<file path="config.mk">
export PLATFORM = sky130hd
export DESIGN_NAME = dircc_mem_msg_reader
export DESIGN_NICKNAME = d
export VERILOG_FILES = /design/src/rtl/dircc_mem_msg_reader.sv
export SDC_FILE = /design/constraint.sdc
export NUM_CORES = 1
export LEC_CHECK = 0
export CORE_MARGIN = 5
export CORE_UTILIZATION = 45
export DETAILED_ROUTE_END_ITERATION = 12
export MAX_ROUTING_LAYER = met4
export PLACE_DENSITY = 0.69
export SYNTH_ARGS = -nofsm -noshare
export SYNTH_HDL_FRONTEND = slang
export SYNTH_SLANG_ARGS = --single-unit
</file>
<file path="constraint.sdc">
create_clock -name clk -period 2.8 [get_ports clk]
set_input_delay 0.56 -clock clk [delete_from_list [all_inputs] [get_ports clk]]
set_output_delay 0.56 -clock clk [all_outputs]
set_load 0.01 [all_outputs]
</file>
<file path="src/rtl/dircc_mem_msg_reader.sv">
// -----------------------------------------------------------------------------
// dircc_mem_msg_reader
//
// Drains one message from a node's dual-port processing memory through its
// 16-bit second port (s2) and emits it as an Avalon-ST halfword stream framed
// with start/end-of-packet markers. The block is a read-only Avalon-MM master:
// it never writes the memory.
//
// A descriptor (cmd_addr, cmd_len) is accepted in IDLE. READ then issues one
// s2 read per cycle while output-buffer credit is available, and DRAIN waits
// for the last (eop) word to be accepted downstream.
//
// Ports
//   clk, reset_n        single clock, asynchronous active-low reset
//   cmd_valid/ready     descriptor handshake; cmd_addr = first halfword
//                       address, cmd_len = halfword count (0 means 2^LEN_W)
//   mem_*               s2 read master (address registered in the memory,
//                       read data valid exactly one cycle after the address)
//   out_valid/ready     halfword stream handshake; out_data/out_sop/out_eop
//   busy                descriptor in progress
//   done                one-cycle pulse on the cycle the eop word is accepted
//   dbg_state           current FSM state (IDLE=0, READ=1, DRAIN=2)
//   csum                running XOR of the message halfwords, only present
//                       when DIRCC_MEM_READER_CSUM_EN is defined
//
// Handshakes: a transfer happens on a cycle where valid && ready are both
// high. Once out_valid is raised it stays high with out_data/out_sop/out_eop
// stable until the word is accepted; the sink may toggle out_ready freely.
//
// Build option
//   DIRCC_MEM_READER_CSUM_EN  adds the csum output; cleared on descriptor
//                             accept, final on the cycle done pulses.
// -----------------------------------------------------------------------------
module dircc_mem_msg_reader #(
    parameter int ADDR_W     = 15,
    parameter int LEN_W      = 8,
    parameter int FIFO_DEPTH = 4
) (
    input  logic              clk,
    input  logic              reset_n,
    input  logic              cmd_valid,
    output logic              cmd_ready,
    input  logic [ADDR_W-1:0] cmd_addr,
    input  logic [LEN_W-1:0]  cmd_len,
    output logic [ADDR_W-1:0] mem_address,
    output logic              mem_chipselect,
    output logic              mem_clken,
    output logic              mem_write,
    output logic [1:0]        mem_byteenable,
    input  logic [15:0]       mem_readdata,
    output logic              out_valid,
    input  logic              out_ready,
    output logic [15:0]       out_data,
    output logic              out_sop,
    output logic              out_eop,
`ifdef DIRCC_MEM_READER_CSUM_EN
    output logic [15:0]       csum,
`endif
    output logic              busy,
    output logic              done,
    output logic [1:0]        dbg_state
);

    localparam int PTR_W = $clog2(FIFO_DEPTH);
    localparam int CNT_W = PTR_W + 1;
    localparam logic [CNT_W:0] DEPTH_C = (CNT_W+1)'(FIFO_DEPTH);

    typedef enum logic [1:0] {
        S_IDLE  = 2'd0,
        S_READ  = 2'd1,
        S_DRAIN = 2'd2
    } state_t;

    state_t            state_q, state_d;
    logic [ADDR_W-1:0] addr_q, addr_d;
    logic [LEN_W:0]    remaining_q, remaining_d;   // one extra bit holds 2^LEN_W
    logic              first_q, first_d;
    // Tags of the read issued last cycle; its data is on mem_readdata now.
    logic              rd_pend_q, rd_pend_d;
    logic              rd_sop_q, rd_sop_d;
    logic              rd_eop_q, rd_eop_d;
    logic [PTR_W-1:0]  wr_ptr_q, wr_ptr_d;
    logic [PTR_W-1:0]  rd_ptr_q, rd_ptr_d;
    logic [CNT_W-1:0]  count_q, count_d;
`ifdef DIRCC_MEM_READER_CSUM_EN
    logic [15:0]       csum_q, csum_d;
`endif

    logic [15:0] fifo_data_q [FIFO_DEPTH];
    logic        fifo_sop_q  [FIFO_DEPTH];
    logic        fifo_eop_q  [FIFO_DEPTH];

    logic           push;
    logic           pop;
    logic           issue;
    logic           fifo_nonempty;
    logic [CNT_W:0] committed;

    // ------------------------------------------------------------------
    // Datapath / handshake decode
    // ------------------------------------------------------------------
    always_comb begin
        fifo_nonempty = (count_q != '0);
        // Entries already buffered plus the read whose data is still
        // returning; a new read is only issued if it is guaranteed a slot,
        // so the FIFO can never be written while full.
        committed = {1'b0, count_q} + (CNT_W+1)'(rd_pend_q);
        issue     = (state_q == S_READ) && (committed < DEPTH_C);
        push      = rd_pend_q;
        pop       = fifo_nonempty && out_ready;
    end

    // ------------------------------------------------------------------
    // Next-state logic
    // ------------------------------------------------------------------
    always_comb begin
        state_d     = state_q;
        addr_d      = addr_q;
        remaining_d = remaining_q;
        first_d     = first_q;
        rd_pend_d   = issue;
        rd_sop_d    = issue && first_q;
        rd_eop_d    = issue && (remaining_q == (LEN_W+1)'(1));
        wr_ptr_d    = push ? wr_ptr_q + PTR_W'(1) : wr_ptr_q;
        rd_ptr_d    = pop ? rd_ptr_q + PTR_W'(1) : rd_ptr_q;
        count_d     = count_q + CNT_W'(push) - CNT_W'(pop);
        done        = 1'b0;
`ifdef DIRCC_MEM_READER_CSUM_EN
        csum_d      = push ? (csum_q ^ mem_readdata) : csum_q;
`endif

        case (state_q)
            S_IDLE: begin
                if (cmd_valid) begin
                    addr_d      = cmd_addr;
                    remaining_d = (cmd_len == '0) ? {1'b1, {LEN_W{1'b0}}}
                                                  : {1'b0, cmd_len};
                    first_d     = 1'b1;
                    state_d     = S_READ;
`ifdef DIRCC_MEM_READER_CSUM_EN
                    csum_d      = 16'h0000;
`endif
                end
            end
            S_READ: begin
                if (issue) begin
                    // Address wraps naturally modulo 2^ADDR_W.
                    addr_d      = addr_q + ADDR_W'(1);
                    remaining_d = remaining_q - (LEN_W+1)'(1);
                    first_d     = 1'b0;
                    if (remaining_q == (LEN_W+1)'(1)) begin
                        state_d = S_DRAIN;
                    end
                end
            end
            S_DRAIN: begin
                if (pop && fifo_eop_q[rd_ptr_q]) begin
                    done    = 1'b1;
                    state_d = S_IDLE;
                end
            end
            default: begin
                state_d = S_IDLE;
            end
        endcase
    end

    // ------------------------------------------------------------------
    // State registers
    // ------------------------------------------------------------------
    always_ff @(posedge clk or negedge reset_n) begin
        if (!reset_n) begin
            state_q     <= S_IDLE;
            addr_q      <= '0;
            remaining_q <= '0;
            first_q     <= 1'b0;
            rd_pend_q   <= 1'b0;
            rd_sop_q    <= 1'b0;
            rd_eop_q    <= 1'b0;
            wr_ptr_q    <= '0;
            rd_ptr_q    <= '0;
            count_q     <= '0;
`ifdef DIRCC_MEM_READER_CSUM_EN
            csum_q      <= 16'h0000;
`endif
        end else begin
            state_q     <= state_d;
            addr_q      <= addr_d;
            remaining_q <= remaining_d;
            first_q     <= first_d;
            rd_pend_q   <= rd_pend_d;
            rd_sop_q    <= rd_sop_d;
            rd_eop_q    <= rd_eop_d;
            wr_ptr_q    <= wr_ptr_d;
            rd_ptr_q    <= rd_ptr_d;
            count_q     <= count_d;
`ifdef DIRCC_MEM_READER_CSUM_EN
            csum_q      <= csum_d;
`endif
        end
    end

    // Output buffer storage: returning read data is captured with its tags.
    always_ff @(posedge clk or negedge reset_n) begin
        if (!reset_n) begin
            for (int i = 0; i < FIFO_DEPTH; i++) begin
                fifo_data_q[i] <= 16'h0000;
                fifo_sop_q[i]  <= 1'b0;
                fifo_eop_q[i]  <= 1'b0;
            end
        end else if (push) begin
            fifo_data_q[wr_ptr_q] <= mem_readdata;
            fifo_sop_q[wr_ptr_q]  <= rd_sop_q;
            fifo_eop_q[wr_ptr_q]  <= rd_eop_q;
        end
    end

    // ------------------------------------------------------------------
    // Outputs
    // ------------------------------------------------------------------
    always_comb begin
        cmd_ready      = (state_q == S_IDLE);
        busy           = (state_q != S_IDLE);
        dbg_state      = state_q;
        mem_address    = addr_q;
        mem_chipselect = issue;
        mem_clken      = 1'b1;
        mem_write      = 1'b0;
        mem_byteenable = 2'b11;
        out_valid      = fifo_nonempty;
        // Gated so the stream fields read zero whenever nothing is offered.
        out_data       = fifo_nonempty ? fifo_data_q[rd_ptr_q] : 16'h0000;
        out_sop        = fifo_nonempty && fifo_sop_q[rd_ptr_q];
        out_eop        = fifo_nonempty && fifo_eop_q[rd_ptr_q];
`ifdef DIRCC_MEM_READER_CSUM_EN
        csum           = csum_q;
`endif
    end

endmodule

</file>
## Yosys cells after proc, flatten, opt, wreduce, memory -nomap -nowiden

Cells that the tools add are included.
Widths: inputs -> output; s select.

| word-level totals | value |
|---|---|
| register bits after elaboration | 109 |
| input port bits | 43 |
| output and inout port bits | 44 |
| word-level logic and storage cells | 91 |

| operators by class | value |
|---|---|
| add/subtract/negate cells | 7 |
| $lt $le $gt $ge | 4 |
| equal/unequal tests | 7 |
| mux-type cells | 34 |
| bitwise operators | 2 |
| reductions and logical operators | 15 |

Operator list:

| kind | number |
|---|---|
| $bwmux 64 | 1 |
| $mux 16 | 4 |
| $bmux 16 s2 | 1 |
| $demux 16 s2 | 1 |
| $mux 15 | 2 |
| $pmux 15 s2 | 1 |
| $mux 9 | 3 |
| $pmux 9 s2 | 1 |
| $add 15x1->15 const B | 1 |
| $eq 9x1->1 const B | 1 |
| $mux 1 | 9 |
| $sub 9x1->9 const B | 1 |
| $bwmux 4 | 2 |
| $logic_and 1x1->1 | 8 |
| $logic_not 8->1 | 1 |
| $mux 2 | 4 |
| $ge 3x3->1 const B | 2 |
| $ne 2x2->1 const B | 3 |
| $not 2->3 | 2 |
| $pmux 2 s3 | 1 |
| $add 2x1->2 const B | 2 |
| $add 3x1->4 | 1 |
| $bmux 1 s2 | 2 |
| $lt 4x3->1 const B | 1 |
| other kinds (13) | 14 |

## Logic depth before layout (Yosys ltp)

| depth | value |
|---|---|
| depth after elaboration | 7 |
| depth in mapped cells | 8 |
| gate-level depth less buffers | 8 |

## Worst setup path after synthesis

No wires, ideal clock.

| path | value |
|---|---|
| kind | register to register |
| start | register count_q[1] |
| end | register count_q[2] |
| setup time | 0.122 ns |
| arrival time | 1.988 ns |
| data required time | 2.678 ns |
| path slack | 0.690 ns |
| stages on the path, launching flop included | 9 |
| buffers on the path | 0 |
| period minus slack after synthesis | 2.110 ns |
| path through | dfrtp_1 > or3_1 > and2_1 > ha_1 > inv_1 > ha_1 > inv_1 > fa_1 > xor2_1 |

| between the ends | value |
|---|---|
| cells in the longest elaborated chain, start to end | 3 |
| elaborated cells between the ends (all ways) | 4 |
| those cells by class | add/sub (2); reduce/logical (2) |

RTL lines:

| what | line | text |
|---|---|---|
| start: declaration | 84 | `logic [CNT_W-1:0] count_q, count_d;` |
| start signal: assignment | 196 | `count_q <= count_d;` |
| $reduce_bool 3->1 | 103 | `fifo_nonempty = (count_q != '0);` |
| $logic_and 1x1->1 | 110 | `pop = fifo_nonempty && out_ready;` |
| named net pop | 94 | `logic pop;` |
| $sub 3x1->3 | 126 | `count_d = count_q + CNT_W'(push) - CNT_W'(pop);` |
| named net count_d[2] | 84 |  |

The timed path passes the listed nets, and every way through them passes these cells.
A chain may end at the register's enable or synchronous reset.

## Worst setup path in the final report

| path | value |
|---|---|
| start | register rd_ptr_q[0] |
| end | output done |

| between the ends | value |
|---|---|
| cells in the longest elaborated chain, start to end | 7 |

RTL lines:

| what | line | text |
|---|---|---|
| start: declaration | 83 | `logic [PTR_W-1:0] rd_ptr_q, rd_ptr_d;` |
| start signal: assignment | 195 | `rd_ptr_q <= rd_ptr_d;` |
| $not 2->3 (implied by the code) | 157 | `if (pop && fifo_eop_q[rd_ptr_q]) begin` |
| $bmux 1 s2 | 157 |  |
| $mux 1 (implied by the code) (2 in series) | 157 |  |
| $logic_and 1x1->1 | 157 |  |
| $mux 1 | 157 |  |
| $mux 1 | 132 | `case (state_q)` |
| end: declaration | 60 | `output logic done,` |

No other way between the ends. The select of a mux whose other input is x is not followed.

==> results.yml <==
finish:
  regArea_um2: 2730
  layout-drive-gt1-share_pct: 25.3
  area_growth_pct: 25.0
  fill_cells: 968
  antenna_cells: 0
  nets: 574
  postLayoutCellArea_um2: 6740
  multi_input_area_um2: 2500
timing:
  period_needed_ns: 2.70
  fin_crit_sh_pct: 96.4
  skew_ns: 0.00544
  setup_violations: 0
  finalMaxSlewViolations: 0
  rsz0062_at_grt: "no"
  slew_headroom_pct: 41.4
  worstMarginPinSlew_ns: 0.880
  finalHoldViolCount: 0
  tns_ns: 0
  timing.fmax_mhz: 370
critical_path:
  cp.required_ns: 2.24
  crit_fanout: 3
  crit_slowest_cell: "clkdlybuf4s50_1"
  critPathLaunchType: "flop"
  r2r_cells: 8
  slowest_delay_ns: 0.58
  critical_path_class: "reg -> out"
  worstPathCellList: "mux4_2 > nand3_1 > nor3b_2 > clkdlybuf4s50_1"
  arrival_ns: 2.14
  end_kind: "output port"
drt:
  antenna_left: 0
  wl_mm: 12.2
  drt_iter0_markers: 233
  drc: 0
  dr.pass1.iters: 4
  via_per_inst: 5.74
  vias: 3860
  avgRoutedWirePerCell_um: 18.2
synthesis:
  yosys.area.top_type: "dfrtp_1"
  synth_area_leaders: "dfrtp_1 51%, mux2_2 15%, mux4_2 7.5%"
  synth_top_area_share_pct: 50.6
  synth_sequential_area_ratio_pct: 50.6
  yosys_warnings: 0
  yosys_most_used_dff: "dfrtp_1"
  synth.distinct_cells: 55
  synth.most_common_cell: "dfrtp_1"
  synth_common_cells: "109 x dfrtp_1, 72 x mux2_2, 23 x o21ai_0"
  syn_avg_cell_area_um2: 12.4
  async_flop_share_pct: 100
  synth_edf_count: 0
  netlist_area_um2: 5390
  syn_inst: 436
  synth-seq-cells: 109
clock_tree:
  clkSlewWorstSetupHoldPaths_ns: 0.07
  clkLatencyLatePin_ns: 0.34
  cts_tree: "built"
  cts_buffer_depth: 2
  clock_sinks: 109
  cts_setup_buffers: 0
  cts_buffers: 9
  cts_max_level: 3
  cts-root-buf: "clkbuf_16"
global_route:
  grtUsageTotal_pct: 18.1
  grt_max_degree: 60
  overflow: 0
  grt_pass1_wl_mm: 20.2
  grt_pass1_vias: 4058
  antenna_found_initial: 0
placed_design:
  placed_area_um2: 6400
  place.gp.congestion: 0.851
  io_buffers: 82
  dpl.hpwl_mm: 8.16
floorplan:
  rows: 40
  ios: 87
  initial_utilization_pct: 45.5
  dieArea_um2: 14300
  coreArea_um2: 11900
  die_w_um: 119
  die_y_um: 119
power:
  clock_power_share_pct: 29.5
  p_switching_mw: 1.21
  p_int_mw: 3.21
  vdd_drop_max_v: 0.000281
  swShare_pct: 27.5
  p_leak_nw: 2.79
  comb_power_share_pct: 30.8
  power_density_nw_per_um2: 656
  seqPwrFrac_pct: 39.6
job:
  maxCapViolations: 0
outcome:
  status: "complete, no violations"
worst_hold_path:
  min_path_type: "in -> async"
[what timing repair did]
action,CTS,global route
hold buffers,0,0
resized for setup,0,3
hold endpoints to repair,0,0
endpoints found under the setup margin,0,7
[path summary, 6_finish.rpt]
check / from / end / slack [ns]
max: rd_ptr_q[0] / done / 0.10
min: reset_n / fifo_data_q[0] / 0.28
max reg2reg: count_q[1] / count_q[2] / 0.54
min reg2reg: first_q / rd_sop_q / 0.50
max in group asynchronous: reset_n / remaining_q[4] / 1.82
min in group clk: first_q / rd_sop_q / 0.50
[worst max-delay path, delay by kind of cell (launching register included)]
| family | cells | cell delay (ns) |
|---|---|---|
| flip-flops | 1 | 0.46 |
| AND/OR/NAND/NOR | 2 | 0.40 |
| buffers and inverters | 1 | 0.58 |
| multiplexers | 1 | 0.36 |
[sequential cells by signal (all words and copies together), names as in the netlist]
signal and cells:
count_q 3, first_q 1, rd_eop_q 1, fifo_eop_q 4, wr_ptr_q 2, push 1, dbg_state 2, fifo_data_q 64
fifo_sop_q 4, rd_sop_q 1, rd_ptr_q 2, remaining_q 9, mem_address 15
[cell type report]
cell class / count / share of cell area (%)
Clock buffer: 10 / 3.54
Clock inverter: 6 / 1.04
Inverter: 13 / 0.724
Multi-Input combinational cell: 290 / 37.1
Sequential cell: 109 / 40.5
Tap cell: 147 / 2.73
Timing Repair Buffer: 97 / 14.4
[stage by stage]
step	total power, mW	hold slack (ns)	utilization [%]	setup slack [ns]	cells
2_1_floorplan	2.50	0.264	-	0.690	438
3_3_place_gp	3.09	0.468	53.9	0.156	655
3_5_place_dp	3.12	0.484	53.9	0.200	655
4_1_cts	4.45	0.308	56.5	0.0227	671
5_1_grt	4.64	0.338	56.8	0.0251	672
6_report	4.42	0.278	56.8	0.100	672
[logic make-up after synthesis]
| kind of cell | synth area share [%] |
|---|---|
| simple gates | 9.65 |
| compound gates | 9.70 |
| mux | 23.1 |
| fa+ha+maj | 2.69 |
| other cells | 0.139 |
| buf+inv | 3.50 |
| flops | 50.6 |
| xor+xnor | 0.650 |
[per-layer routing]
layer	vias to the layer above	global-route usage [%]	share of wire [%]
li1	1769	-	-
met1	1952	24.2	46
met2	124	28.2	47
met3	15	2.80	4.6
met4	0	6.51	1.6
met5	-	-	0
[placed cells by master (no fill, tap or decap), types with 3 or more instances in the layout]
cell type        count
a21oi_1             21
a22oi_1              4
a31oi_1              4
and2_1              22
and3_1               3
buf_4               13
clkbuf_16           10
clkdlybuf4s50_1     81
conb_1               4
dfrtp_1            108
ha_1                10
inv_1               13
mux2_2              72
mux2i_1              3
mux4_2              18
nand2_1             18
nand2b_1             4
nand3_1              7
nand3b_1             3
nor2_1              18
nor3_1               4
nor4_1               6
o21ai_0             23
o22ai_1              5
o2bb2ai_1            3
xor2_1               3
[power by group through the flow]
stage	combinational [mW]	sequential [mW]	clock, mW
6_report	1.36	1.75	1.31
5_1_grt	1.48	1.76	1.40
4_1_cts	1.36	1.74	1.35
3_5_place_dp	1.35	1.77	0
3_3_place_gp	1.32	1.77	0
2_1_floorplan	0.759	1.74	0
No activity file was read; power rests on OpenSTA's default activity.
